## src/rtl/fetch_unit.sv

```systemverilog
// fetch_unit: instruction fetch front end with a small response FIFO toward decode.
// Ports:
//   clk, rst_n                            clock, asynchronous active-low reset
//   mem_req_valid/addr/ready              word fetch request channel
//   mem_resp_valid/data/err               in-order fetch responses
//   redirect_valid/pc                     PC load from jump/branch logic (highest priority)
//   inst_valid/inst/inst_pc/inst_fault    FIFO head toward decode, consumed with inst_ready
module fetch_unit #(
  parameter logic [31:0] RESET_PC = 32'h0000_0000,
  parameter int          DEPTH    = 2
) (
  input  logic        clk,
  input  logic        rst_n,
  output logic        mem_req_valid,
  output logic [31:0] mem_req_addr,
  input  logic        mem_req_ready,
  input  logic        mem_resp_valid,
  input  logic [31:0] mem_resp_data,
  input  logic        mem_resp_err,
  input  logic        redirect_valid,
  input  logic [31:0] redirect_pc,
  output logic        inst_valid,
  output logic [31:0] inst,
  output logic [31:0] inst_pc,
  output logic [1:0]  inst_fault,
  input  logic        inst_ready
);
  localparam int AW = (DEPTH > 1) ? $clog2(DEPTH) : 1;
  localparam int CW = AW + 1;
  localparam logic [31:0] NOP = 32'h0000_0013;
  typedef enum logic {RUN, STOP} state_t;
  typedef struct packed {
    logic [31:0] inst;
    logic [31:0] pc;
    logic [1:0]  fault;
  } entry_t;
  state_t                 state_q, state_d;
  logic [31:0]            fetch_pc_q, fetch_pc_d;
  logic [31:0]            resp_pc_q, resp_pc_d;
  logic [CW-1:0]          out_q, out_d;
  logic [CW-1:0]          cnt_q, cnt_d;
  logic [AW-1:0]          rd_q, rd_d;
  logic [AW-1:0]          wr_q, wr_d;
  logic [15:0]            stale_q, stale_d;
  entry_t [DEPTH-1:0]     ent_q, ent_d;
  logic [CW:0]            busy;
  logic                   req_ok, req_fire, resp_live, deq, mis;
  entry_t                 head;
  assign busy      = {1'b0, out_q} + {1'b0, cnt_q};
  assign req_ok    = (state_q == RUN) && (busy < (CW+1)'(DEPTH)) && !redirect_valid;
  assign req_fire  = req_ok && mem_req_ready;
  // A response landing in a redirect cycle belongs to the old stream and is dropped.
  assign resp_live = mem_resp_valid && (stale_q == '0) && !redirect_valid;
  assign deq       = inst_valid && inst_ready;
  assign mis       = |redirect_pc[1:0];
  assign head      = ent_q[rd_q];
  assign mem_req_valid = rst_n && req_ok;
  assign mem_req_addr  = fetch_pc_q;
  assign inst_valid    = cnt_q != '0;
  assign inst          = inst_valid ? head.inst : '0;
  assign inst_pc       = inst_valid ? head.pc : '0;
  assign inst_fault    = inst_valid ? head.fault : '0;
  always_comb begin
    state_d    = state_q;
    fetch_pc_d = fetch_pc_q;
    resp_pc_d  = resp_pc_q;
    out_d      = out_q;
    cnt_d      = cnt_q;
    rd_d       = rd_q;
    wr_d       = wr_q;
    stale_d    = stale_q;
    ent_d      = ent_q;
    if (redirect_valid) begin
      // Every in-flight fetch becomes stale, except a response arriving right now,
      // which retires either one stale slot or one outstanding fetch.
      stale_d    = stale_q + 16'(out_q) - 16'(mem_resp_valid);
      out_d      = '0;
      rd_d       = '0;
      wr_d       = AW'(mis);
      cnt_d      = CW'(mis);
      fetch_pc_d = {redirect_pc[31:2], 2'b00};
      resp_pc_d  = redirect_pc;
      state_d    = mis ? STOP : RUN;
      ent_d[0]   = '{inst: NOP, pc: redirect_pc, fault: 2'd1};
    end else begin
      fetch_pc_d = req_fire ? fetch_pc_q + 32'd4 : fetch_pc_q;
      stale_d    = (mem_resp_valid && stale_q != '0) ? stale_q - 16'd1 : stale_q;
      out_d      = out_q + CW'(req_fire) - CW'(resp_live);
      cnt_d      = cnt_q + CW'(resp_live) - CW'(deq);
      rd_d       = deq ? rd_q + AW'(1) : rd_q;
      if (resp_live) begin
        ent_d[wr_q] = '{inst: mem_resp_err ? NOP : mem_resp_data, pc: resp_pc_q,
                        fault: mem_resp_err ? 2'd2 : 2'd0};
        wr_d        = wr_q + AW'(1);
        resp_pc_d   = resp_pc_q + 32'd4;
        state_d     = mem_resp_err ? STOP : state_q;
      end
    end
  end
  always_ff @(posedge clk or negedge rst_n) begin
    if (!rst_n) begin
      state_q    <= RUN;
      fetch_pc_q <= RESET_PC;
      resp_pc_q  <= RESET_PC;
      out_q      <= '0;
      cnt_q      <= '0;
      rd_q       <= '0;
      wr_q       <= '0;
      stale_q    <= '0;
      ent_q      <= '0;
    end else begin
      state_q    <= state_d;
      fetch_pc_q <= fetch_pc_d;
      resp_pc_q  <= resp_pc_d;
      out_q      <= out_d;
      cnt_q      <= cnt_d;
      rd_q       <= rd_d;
      wr_q       <= wr_d;
      stale_q    <= stale_d;
      ent_q      <= ent_d;
    end
  end
endmodule
```

## config.mk

```make
export PLATFORM = sky130hd
export DESIGN_NAME = fetch_unit
export DESIGN_NICKNAME = d
export VERILOG_FILES = /design/src/rtl/fetch_unit.sv
export SDC_FILE = /design/constraint.sdc
export NUM_CORES = 1
export LEC_CHECK = 0
export ABC_AREA = 1
export CORE_MARGIN = 8
export CORE_UTILIZATION = 45
export DETAILED_ROUTE_END_ITERATION = 6
export PLACE_DENSITY = 0.78
export SLEW_MARGIN = 30
export SYNTH_ARGS = -nofsm -noshare
export SYNTH_HDL_FRONTEND = slang
export SYNTH_SLANG_ARGS = --single-unit
```

## constraint.sdc

```tcl
create_clock -name clk -period 2.9 [get_ports clk]
set_input_delay 0.58 -clock clk [delete_from_list [all_inputs] [get_ports clk]]
set_output_delay 0.58 -clock clk [all_outputs]
set_load 0.1 [all_outputs]
```

Word level (Yosys, flattened, before mapping). Cells that the tools add are included.

Bits in registers: 219. Word-level logic and storage cells: 81. Output and inout port bits: 100. Bits of input ports: 71.

$add $sub $neg: 12. Mux-type cells: 28. $lt $le $gt $ge: 4. Reduce and logical (&&, ||, !) cells: 21. Bitwise gates (word level): 2.

Operators by type and width (count): $mux W66 (5); $mux W32 (7); $bwmux W132 (1); $demux W66 S1 (1); $add A32 B3 Y32 const B (2); $mux W16 (2); $add A16 B2 Y16 (1); $logic_not A16 Y1 (1); $reduce_bool A16 Y1 (1); $sub A16 B1 Y16 (1); $sub A16 B1 Y16 const B (1); $reduce_bool A2 Y1 (6); $logic_and A1 B1 Y1 (9); $mux W1 (8); $mux W2 (4); $add A2 B1 Y2 (2); $lt A1 B2 Y1 const B (2); $reduce_and A2 Y1 (2); $sub A2 B1 Y2 (2); $add A2 B2 Y3 (1); $lt A3 B2 Y1 const B (1); $add A1 B1 Y1 const B (2); $not A1 Y1 (2); $reduce_or A2 Y1 (1); 2 further kinds (2).

Logic depth before layout (Yosys ltp).
Word-level depth: 8. Depth in mapped cells: 15. Gate-level depth less buffers: 15.

Worst setup path after synthesis. No wires, ideal clock.

Path type: flip-flop to output port. From: reg cnt_q[1]. To: out inst_pc[22]. Data required time: 2320 ps. Arrival: 3355 ps. Cell stages (with the launch flop): 6. Buffers on the path: 1. Slack: -1035 ps. Path through: dfrtp_1 > nor2_1 > inv_1 > clkbuf_1 > o21ai_0 > a21oi_1.

Cells in the longest elaborated chain, start to end: 2.

Ends and longest elaborated chain: from (decl) (line 41) `logic [CW-1:0] cnt_q, cnt_d;`; from (signal assigned) (line 116) `cnt_q <= cnt_d;`; $reduce_bool A2 Y1 (line 59) `assign inst_valid = cnt_q != '0;`; net inst_valid (line 22) `output logic inst_valid,`; $mux W32 (line 61) `assign inst_pc = inst_valid ? head.pc : '0;`; to (decl) (line 24) `output logic [31:0] inst_pc,`.

The timed path passes the listed nets, and every way through them passes these cells.

Worst setup path after layout.
From: reg out_q[0]. To: out mem_req_valid.

Cells in the longest elaborated chain, start to end: 5.

Ends and longest elaborated chain: from (decl) (line 40) `logic [CW-1:0] out_q, out_d;`; from (signal assigned) (line 115) `out_q <= out_d;`; $add A2 B2 Y3 (line 49) `assign busy = {1'b0, out_q} + {1'b0, cnt_q};`; $lt A3 B2 Y1 (line 50) `assign req_ok = (state_q == RUN) && (busy < (CW+1)'(DEPTH)) && !redirect_valid;`; $logic_and A1 B1 Y1 (2 in series) (line 50); $logic_and A1 B1 Y1 (line 57) `assign mem_req_valid = rst_n && req_ok;`; to (decl) (line 14) `output logic mem_req_valid,`.

Every way passes these cells.

==> metrics <==
Filler Cell Count 2513; grt ovf 0; final wirelength 39100 um; max cap viols 0; R2R depth 9; root buffer cell clkbuf_16; row count 62; Critical Path AT 2.25 ns; Final nets 1976; die span in x 185 um; FF-to-FF End mem_req_addr[12]$_DFFE_PN0P_; DRC Markers 0; first-pass GRT wire length 63500 um; drt pass-1 iters 5; met1 GRT Util 0.309; DRT antenna net count 0; Post-CTS Resized 0; share of cells above drive strength 1 0.156; area grow syn2layout 29.0%; gpl congestion 0.919; Ports 171; Critical R2R Launch out_q[0]$_DFF_PN0_; register area share after synthesis 0.418; post-layout min period 2.83 ns; max-slew violations 0; worst setup margin 0.0677 ns; Clock Skew 0.0149 ns; Critical Path RT 2.32 ns; worst relative slew slack 0.486; Initial Util 0.454; number of global-route vias before repair 12.1k; Multi-input gate area 6460 sq um; vias per cell 5.43; busiest grt layer met2; clock edge transition at the registers on the reported setup and hold paths 0.06 ns; CTS tree yes; Avg WL per Cell 17.3 um; largest cells by area after synthesis dfrtp_1 42%, nand2_1 13%, inv_1 6.4%; largest area contributor in the netlist dfrtp_1; Final Cell Area 16700 sq um; Worst Path Class, Setup flop to output pin; Post-Syn Area 12900 sq um; Die Footprint 34400 sq um; PortBufs 168; Fin. Hold Viols 0; CTS Buf Count 25; Unique masters post-synth 44; Synth Register Bits 216; CP peak stage delay 0.44 ns; Worst setup EP type output pin; flop2flop setup slack 0.28 ns; leakage 7.70 nW; initial antenna violation count 0; gr usage total 0.227; H-tree depth 1; detailed-route via count 12.3k; clk_lat worst skew 0.53 ns; worst min path class primary input to async pin; status finished, final reports clean; Mapped Cells 1711; die height 185 um; crit-path cells nand2_1 > inv_1 > fa_1 > nor2_1 > and3_1 > buf_12; met3 Use GR 0.0381; worst vdd ir 0.573 mV; Final Setup Violations 0; Worst-Margin Slew 0.771 ns; placed cells 2216; GRT met2 Usage 0.367; core footprint 28500 sq um; post-placement setup slack 0.00216 ns; PD cells 855 nW/um^2; largest net degree at the start of global routing 137; Worst Setup Start Kind flop; TritonCTS sink count 216; register area 5410 sq um; top cell type's share of synthesized area 0.418; RSZ-0062 raised after global routing no; Clock Path Buffers 3; CP max FO 3; post-DP HPWL 28500 um; Syn Area/Cell 7.55 sq um; Layout Cells excl Fill 2263; Worst path slowest cell dfrtp_1; placed cell areas 15800 sq um; warnings from Yosys 0; Final Total Pwr 14.2 mW; Post-CTS Setup Inserts 0; initial DRC count 1136; Final period util 0.977; CTS hold repair buffers 0; Max Fclk 0.353 GHz
[critical path: cells and delay by family (launching register included)]
family	cells	cell delay, ns
fa+ha+maj	1	0.43
simple gates	3	0.59
buf+inv	2	0.26
flops	1	0.44
[synth_stat cells, drive strengths merged]
cell type / count
conb: 1
dfrtp: 216
and3: 1
a21oi: 94
nor3: 25
nor2: 114
o32ai: 9
fa: 2
nor3b: 1
clkbuf: 44
xor2: 32
o211ai: 21
o31ai: 15
or2: 3
o21ai: 226
nand3: 96
o21bai: 5
nand4: 21
and2: 2
inv: 223
a31oi: 6
nand2: 449
ha: 44
a21boi: 1
o221ai: 7
o22ai: 8
clkinv: 3
buf: 33
a22oi: 2
xnor2: 7
[stage by stage]
step	hold WS, ns	setup TNS, ns	utilization
global placement	0.454	0	0.554
CTS	0.128	0	0.585
global route	0.152	0	0.585
detailed placement	0.461	0	0.555
finish	0.121	0	0.586
floorplan	0.284	-2.40	-
[cell type report]
cell class | instances | share of cell area
diodes | 2 | 0.000300
clock buffers | 35 | 0.0428
clock inverters | 10 | 0.00938
inverters | 226 | 0.0516
multi-input cells | 1193 | 0.388
flip-flops and latches | 216 | 0.324
well taps | 384 | 0.0288
repair buffers | 197 | 0.155
[how the worst max path moves through the flow]
stage,from,to,cells after the start
2_1_floorplan,rd_q$_DFFE_PN0P_,inst_pc[2],5
3_3_place_gp,mem_resp_valid,stale_q[14]$_DFFE_PN0P_,15
3_5_place_dp,mem_resp_valid,stale_q[14]$_DFFE_PN0P_,15
4_1_cts,out_q[0]$_DFF_PN0_,mem_req_valid,6
5_1_grt,out_q[0]$_DFF_PN0_,mem_req_valid,6
6_report,out_q[0]$_DFF_PN0_,mem_req_valid,6
[layer usage]
layer  vias up  wire, um
met5         -         0
li1       5880         -
met1      5848     17200
met4         0       984
met3        76      2820
met2       473     18100
[placed cells by master (no fill, tap or decap), types with 8 or more instances in the layout]
master and n:
clkbuf_16 25, clkdlybuf4s50_1 68, inv_1 219, nand4_1 20, ha_1 44, o21ai_2 45
o22ai_1 8, nand3_1 96, o21ai_1 19, nor3_1 24, buf_12 73, nor2_1 108
o211ai_1 21, a21oi_2 57, o31ai_1 15, a21oi_1 37, xor2_1 32, o32ai_1 9
nand2_1 445, o21ai_0 162, dfrtp_1 216, buf_4 53
[flip-flops by register name, summed over array words and instances (netlist names)]
name	flops
ent_q	131
out_q	2
stale_q	16
cnt_q	2
resp_pc_q	32
rd_q	1
mem_req_addr	30
state_q	1
wr_q	1
[cell families after synthesis]
kind of cell,count (synthesis),synth area share
AND/OR/NAND/NOR,712,0.230
AO/OA/AOI/OAI,394,0.180
buffers and inverters,303,0.0987
flip-flops,216,0.418
adder cells (fa/ha/maj),46,0.0457
XOR/XNOR,39,0.0264
other,1,0.000290
[where the power goes]
part	switching (mW)	internal, mW	total (mW)
clock	1.28	2.06	3.34
combinational	4.98	2.30	7.28
sequential	0.278	3.35	3.63
(Power assumes the default switching activity.)
